`config.mk`:
```
export PLATFORM = sky130hd
export DESIGN_NAME = axi_inval_filter_mp
export DESIGN_NICKNAME = d
export VERILOG_FILES = /design/src/rtl/axi_inval_filter_mp.sv
export SDC_FILE = /design/constraint.sdc
export NUM_CORES = 1
export LEC_CHECK = 0
export BUFFER_PORTS_ARGS = -buffer_cell sky130_fd_sc_hd__buf_4
export CORE_AREA = 2 2 280 282
export DETAILED_ROUTE_END_ITERATION = 10
export DIE_AREA = 0 0 282 284
export HOLD_SLACK_MARGIN = 0.05
export PLACE_DENSITY_LB_ADDON = 0.25
export SLEW_MARGIN = 20
export SYNTH_ARGS = -nofsm -noshare
export SYNTH_HDL_FRONTEND = slang
export SYNTH_SLANG_ARGS = --single-unit
```
`constraint.sdc`:
```
create_clock -name clk_i -period 25.7 [get_ports clk_i]
set_clock_uncertainty 0.15 [all_clocks]
set_input_delay 5.14 -clock clk_i [delete_from_list [all_inputs] [get_ports clk_i]]
set_output_delay 5.14 -clock clk_i [all_outputs]
set_load 0.01 [all_outputs]
```
`src/rtl/axi_inval_filter_mp.sv`:
```
// axi_inval_filter_mp: forwards AXI unchanged while snooping AW bursts into
// banked L1 line invalidations, or one full flush for oversized bursts.
package axi_inval_filter_mp_pkg;
    typedef struct packed {
        logic [3:0]  id;
        logic [63:0] addr;
        logic [7:0]  len;
        logic [2:0]  size;
        logic [1:0]  burst;
    } aw_chan_t;
    typedef struct packed {
        logic [63:0] data;
        logic [7:0]  strb;
        logic        last;
    } w_chan_t;
    typedef struct packed {
        logic [3:0] id;
        logic [1:0] resp;
    } b_chan_t;
    typedef struct packed {
        logic [3:0]  id;
        logic [63:0] data;
        logic [1:0]  resp;
        logic        last;
    } r_chan_t;
    typedef struct packed {
        aw_chan_t aw;
        logic     aw_valid;
        w_chan_t  w;
        logic     w_valid;
        logic     b_ready;
        aw_chan_t ar;
        logic     ar_valid;
        logic     r_ready;
    } req_t;
    typedef struct packed {
        logic    aw_ready;
        logic    w_ready;
        b_chan_t b;
        logic    b_valid;
        logic    ar_ready;
        r_chan_t r;
        logic    r_valid;
    } resp_t;
endpackage

module axi_inval_filter_mp #(
    parameter int unsigned MaxTxns     = 4,
    parameter int unsigned AddrWidth   = 64,
    parameter int unsigned L1LineWidth = 16,
    parameter int unsigned NumPorts    = 1,
    parameter int unsigned NumLines    = 256,
    parameter bit          WaitInval   = 1'b0,
    parameter type aw_chan_t = axi_inval_filter_mp_pkg::aw_chan_t,
    parameter type req_t     = axi_inval_filter_mp_pkg::req_t,
    parameter type resp_t    = axi_inval_filter_mp_pkg::resp_t
) (
    input  logic                                clk_i,
    input  logic                                rst_ni,
    input  logic                                en_i,
    input  req_t                                slv_req_i,
    output resp_t                               slv_resp_o,
    output req_t                                mst_req_o,
    input  resp_t                               mst_resp_i,
    output logic [NumPorts-1:0][AddrWidth-1:0]  inval_addr_o,
    output logic [NumPorts-1:0]                 inval_valid_o,
    input  logic [NumPorts-1:0]                 inval_ready_i,
    output logic                                flush_valid_o,
    input  logic                                flush_ready_i,
    output logic                                busy_o
);
    localparam int unsigned OffW  = $clog2(L1LineWidth);
    localparam int unsigned PortW = NumPorts > 1 ? $clog2(NumPorts) : 1;
    localparam int unsigned PtrW  = MaxTxns > 1 ? $clog2(MaxTxns) : 1;
    localparam int unsigned CntW  = $clog2(MaxTxns + 1);
    typedef logic [AddrWidth-1:0] addr_t;
    typedef enum logic [1:0] {Idle, Lines, Flush, Drain} state_e;

    state_e          state_q, state_d;
    aw_chan_t        mem_q [MaxTxns];
    aw_chan_t        mem_d [MaxTxns];
    logic [PtrW-1:0] wr_q, wr_d, rd_q, rd_d;
    logic [CntW-1:0] cnt_q, cnt_d;
    addr_t           cur_q, cur_d;
    aw_chan_t        head;
    addr_t           start, bytes, first, last, n, cur;
    logic [PortW-1:0] sel;
    logic            full, push, pop, empty, over, line_act, line_hs, last_hit;

    assign busy_o = cnt_q != '0 || state_q != Idle;
    assign full   = cnt_q == CntW'(MaxTxns);
    assign push   = rst_ni & en_i & slv_req_i.aw_valid & slv_resp_o.aw_ready;
    // Fall-through: an empty FIFO exposes the AW being pushed this cycle.
    assign empty  = cnt_q == '0 && !push;
    assign head   = cnt_q == '0 ? slv_req_i.aw : mem_q[rd_q];

    always_comb begin
        mst_req_o  = slv_req_i;
        slv_resp_o = mst_resp_i;
        mst_req_o.aw_valid  = slv_req_i.aw_valid & ~full;
        slv_resp_o.aw_ready = mst_resp_i.aw_ready & ~full;
        mst_req_o.b_ready   = slv_req_i.b_ready & ~(WaitInval & busy_o);
        slv_resp_o.b_valid  = mst_resp_i.b_valid & ~(WaitInval & busy_o);
    end

    always_comb begin
        bytes = (addr_t'(head.len) + addr_t'(1)) << head.size;
        start = addr_t'(head.addr);
        if (head.burst == 2'b00) bytes = addr_t'(1) << head.size;
        if (head.burst == 2'b10) start = start & ~(bytes - addr_t'(1));
        first = start >> OffW;
        last  = (start + bytes - addr_t'(1)) >> OffW;
        n     = last - first + addr_t'(1);
        over  = n > addr_t'(NumLines);
    end

    always_comb begin
        cur      = state_q == Lines ? cur_q : first << OffW;
        line_act = state_q == Lines || (state_q == Idle && !empty && !over);
        sel      = NumPorts > 1 ? cur[OffW +: PortW] : '0;
        line_hs  = line_act & inval_ready_i[sel];
        last_hit = (cur >> OffW) == last;
        flush_valid_o = state_q == Flush;
        for (int p = 0; p < NumPorts; p++) begin
            inval_valid_o[p] = line_act && sel == PortW'(p);
            inval_addr_o[p]  = inval_valid_o[p] ? cur : '0;
        end
    end

    always_comb begin
        state_d = state_q;
        cur_d   = cur_q;
        pop     = 1'b0;
        case (state_q)
            Idle, Lines: begin
                if (line_act) begin
                    cur_d   = line_hs ? cur + addr_t'(L1LineWidth) : cur;
                    pop     = line_hs & last_hit;
                    state_d = pop ? Idle : Lines;
                end else if (!empty) begin
                    state_d = Flush;
                end
            end
            Flush: begin
                pop     = flush_ready_i;
                state_d = flush_ready_i ? Drain : Flush;
            end
            Drain: begin
                pop     = cnt_q != '0;
                state_d = cnt_q == '0 ? Idle : Drain;
            end
            default: state_d = Idle;
        endcase
    end

    always_comb begin
        mem_d = mem_q;
        if (push) mem_d[wr_q] = slv_req_i.aw;
        wr_d  = push ? (wr_q == PtrW'(MaxTxns - 1) ? '0 : wr_q + PtrW'(1)) : wr_q;
        rd_d  = pop ? (rd_q == PtrW'(MaxTxns - 1) ? '0 : rd_q + PtrW'(1)) : rd_q;
        cnt_d = cnt_q + CntW'(push) - CntW'(pop);
    end

    always_ff @(posedge clk_i or negedge rst_ni) begin
        if (!rst_ni) begin
            state_q <= Idle;
            cur_q   <= '0;
            wr_q    <= '0;
            rd_q    <= '0;
            cnt_q   <= '0;
        end else begin
            state_q <= state_d;
            cur_q   <= cur_d;
            wr_q    <= wr_d;
            rd_q    <= rd_d;
            cnt_q   <= cnt_d;
        end
    end

    always_ff @(posedge clk_i) begin
        mem_q <= mem_d;
    end
endmodule

```
==> reports/metrics.csv <==
stage,metric,value,unit
clock_network,clkSinkCount,381,
drt,vias,25654,
drt,top_layer,met5,
setup_path,crit_top_cell,a21o_1,
sta,slew_violations,0,
clock_network,cts_buffers,39,
yosys,synth_top_area_share,28.9,%
global_routing,antenna_found_initial,4,
global_routing,overflow,0,
drt,dr.first_iter.drc_count,2723,
yosys,synth_compound_area_share,15.9,%
place,placement.io_buffers,229,
setup_path,cp_slowest_stage_delay,0.88,ns
yosys,yosys.area.top_type,edfxtp_1,
drt,met2WireLength,53200,um
setup_path,critPathLaunchType,input port,
setup_path,r2r-end,cnt_q[2],
setup_path,crit_path_end,inval_addr_o[30],
setup_path,crit_slowest_cell,o41ai_1,
place,place.gp.congestion,0.961,
setup_path,crit_required,20.41,ns
cells_and_area,drive_above_1_share,16.5,%
place,hpwlAfterDp,97200,um
drt,avgViaCountPerCell,6.01,
floorplan,num_rows,102,
yosys,synthArstFlopShare,19.2,%
yosys,synth_seq_cells,381,
sta,worst_pin_slew,1.13,ns
place,dp.cells,4194,
floorplan,core,77000,um^2
sta,min_period_over_period,94.2,%
yosys,synthCells,3358,
yosys,synth_flop_cell,edfxtp_1,
setup_path,rr_startpoint,rd_q[1],
global_routing,grt_pass1_wl,173000,um
global_routing,gr-usage-all-layers,29.5,%
drt,drc,0,
sta,rsz0062_at_grt,no,
setup_path,crit_fanout,36,
drt,antenna_left,0,
yosys,synth-simple-area-share,17.0,%
yosys,synth_fa_ha_area_share,5.92,%
floorplan,chipWidth,282,um
sta,tns,0,ns
yosys,ys_types,115,
drt,route.met3.wl,16000,um
yosys,synth_area,32000,um^2
drt,routedWlPerCell,28.5,um
sta,setup_viol,0,
setup_path,critPathKind,in2out,
sta,max_freq,0.0413,GHz
yosys,synthMuxAreaShare,9.06,%
clock_network,cts_root_buf,clkbuf_16,
setup_path,worstSetupEndpointType,output port,
clock_network,clock_path_buffers,3,
floorplan,initial_utilization,41.5,%
clock_network,cts_tree,built,
yosys,synth-xor-area-share,6.52,%
global_routing,grt_max_degree,95,
clock_network,clkLatencyLatePin,0.56,ns
flow_run,maxCapViolations,0,
setup_path,startpoint,slv_req_i[164],
yosys,yosys-top-cells-count,"nand2_1 (354), buf_4 (326), edfxtp_1 (308)",
setup_path,cp_data_arrival_time,18.92,ns
status,outcome,"finished, final reports clean",
yosys,synth_edf_count,308,
clock_network,cts_setup_buffers,0,
cells_and_area,area_delta_synth_final,5.11,%
yosys,ys_warn_count,0,
cells_and_area,layout.nets,3671,
sta,slew_headroom,23.8,%
global_routing,grt_pass1_vias,23797,
setup_path,reg2reg_depth,55,
drt,met1_length,48500,um
drt,wl,121000,um
cells_and_area,fill_cells,7513,
yosys,synth_most_common_cell,nand2_1,
cells_and_area,ff_latch_area,11100,um^2
sta,min_period,24.21,ns
floorplan,die_y,284,um
clock_network,htreeDepth,2,
drt,drt_pass1_iterations,8,
clock_network,cts.clk_slew.worst_paths,0.06,ns
cells_and_area,multi_input_area,17400,um^2
floorplan,die-area,80100,um^2
cells_and_area,final_cells,4267,
hold_path,hp-class,reg2reg,
yosys,syn_nets,3834,
yosys,synth_area_leaders,"edfxtp_1 (29%), buf_4 (7.7%), ha_1 (5.8%)",
sta,hold_violations,0,
floorplan,ios,716,
setup_path,reg2reg_slack,10.11,ns
yosys,synth_top_family_by_area,simple AND/OR/NAND/NOR gates,
yosys,synth-seq-area-share,34.7,%
clock_network,cts_resized,0,
yosys,post_synth.cell_area_avg,9.52,um^2
clock_network,hold_buffers,0,
layout by cell type (no fill, tap or decap), types with 39 or more instances in the layout:
cell       count
clkbuf_16     39
nor2b_1       45
nand2_1      354
o21ai_0      113
a21o_1       112
xor2_1        99
nand3_1       69
ha_1         147
nor2_1       230
dfrtp_1       71
mux4_2        77
nand4_1       59
buf_4        261
a21oi_1      180
nor3_1        74
xnor2_1      139
edfxtp_1     308
inv_1        116
cell families (layout without fill, tap and decap cells):
group                    Yosys count  count (layout)
adder cells (fa/ha/maj)          150             150
AO/OA/AOI/OAI                    729             729
buffers and inverters            583             450
other                              0               2
flip-flops                       381             381
multiplexers                     177             177
XOR/XNOR                         238             238
AND/OR/NAND/NOR                 1100            1100
how the worst min path moves through the flow:
stage | startpoint | to | slack (ns) | depth (start not counted)
final | cur_q[30] | cur_q[30] | 0.34 | 1
after detailed placement | cur_q[10] | cur_q[10] | 0.33 | 1
after global routing | cur_q[28] | cur_q[28] | 0.35 | 1
after floorplan | cur_q[0] | cur_q[0] | 0.31 | 1
after CTS | cur_q[30] | cur_q[30] | 0.34 | 1
after global placement | cur_q[31] | cur_q[31] | 0.32 | 1
per-layer routing:
| layer | vias to the layer above | GRT usage (%) |
|---|---|---|
| met5 | - | 3.42 |
| met1 | 12433 | 38.5 |
| met3 | 174 | 12.2 |
| met2 | 1321 | 44.4 |
| met4 | 8 | 7.90 |
| li1 | 11718 | - |
layout make-up:
class | count | share of cell area (%)
Tap cell | 1040 | 3.87
Antenna cell | 2 | 0.0149
Sequential cell | 381 | 33.0
Inverter | 118 | 1.32
Timing Repair Buffer | 261 | 5.83
Clock inverter | 27 | 0.983
Clock buffer | 44 | 3.05
Multi-Input combinational cell | 2394 | 51.9
state kept, by name, indices dropped and copies added (netlist names):
signal and cells:
cur_q 64, mem_q 308, wr_q 2, state_q 2, rd_q 2, cnt_q 3
metrics by stage:
stage / utilization, % / hold WS (ns) / instance area, um^2 / worst slack (ns)
CTS: 43.6 / 0.344 / 33600 / 1.57
floorplan: - / 0.305 / 32000 / 4.54
global route: 43.6 / 0.352 / 33600 / 0.317
global placement: 41.9 / 0.324 / 32200 / 1.87
finish: 43.7 / 0.340 / 33600 / 1.49
detailed placement: 41.9 / 0.325 / 32200 / 1.60
worst max-delay path, delay by kind of cell:
family          cells  cell delay, ns
fa+ha+maj           3            1.16
mux                 1            0.20
simple gates       13            3.67
xor+xnor            1            0.19
buf+inv             4            0.70
compound gates     27            7.75
Power is not shown: default switching activity piles up to over one toggle a cycle in this logic, so the estimate is an artifact.
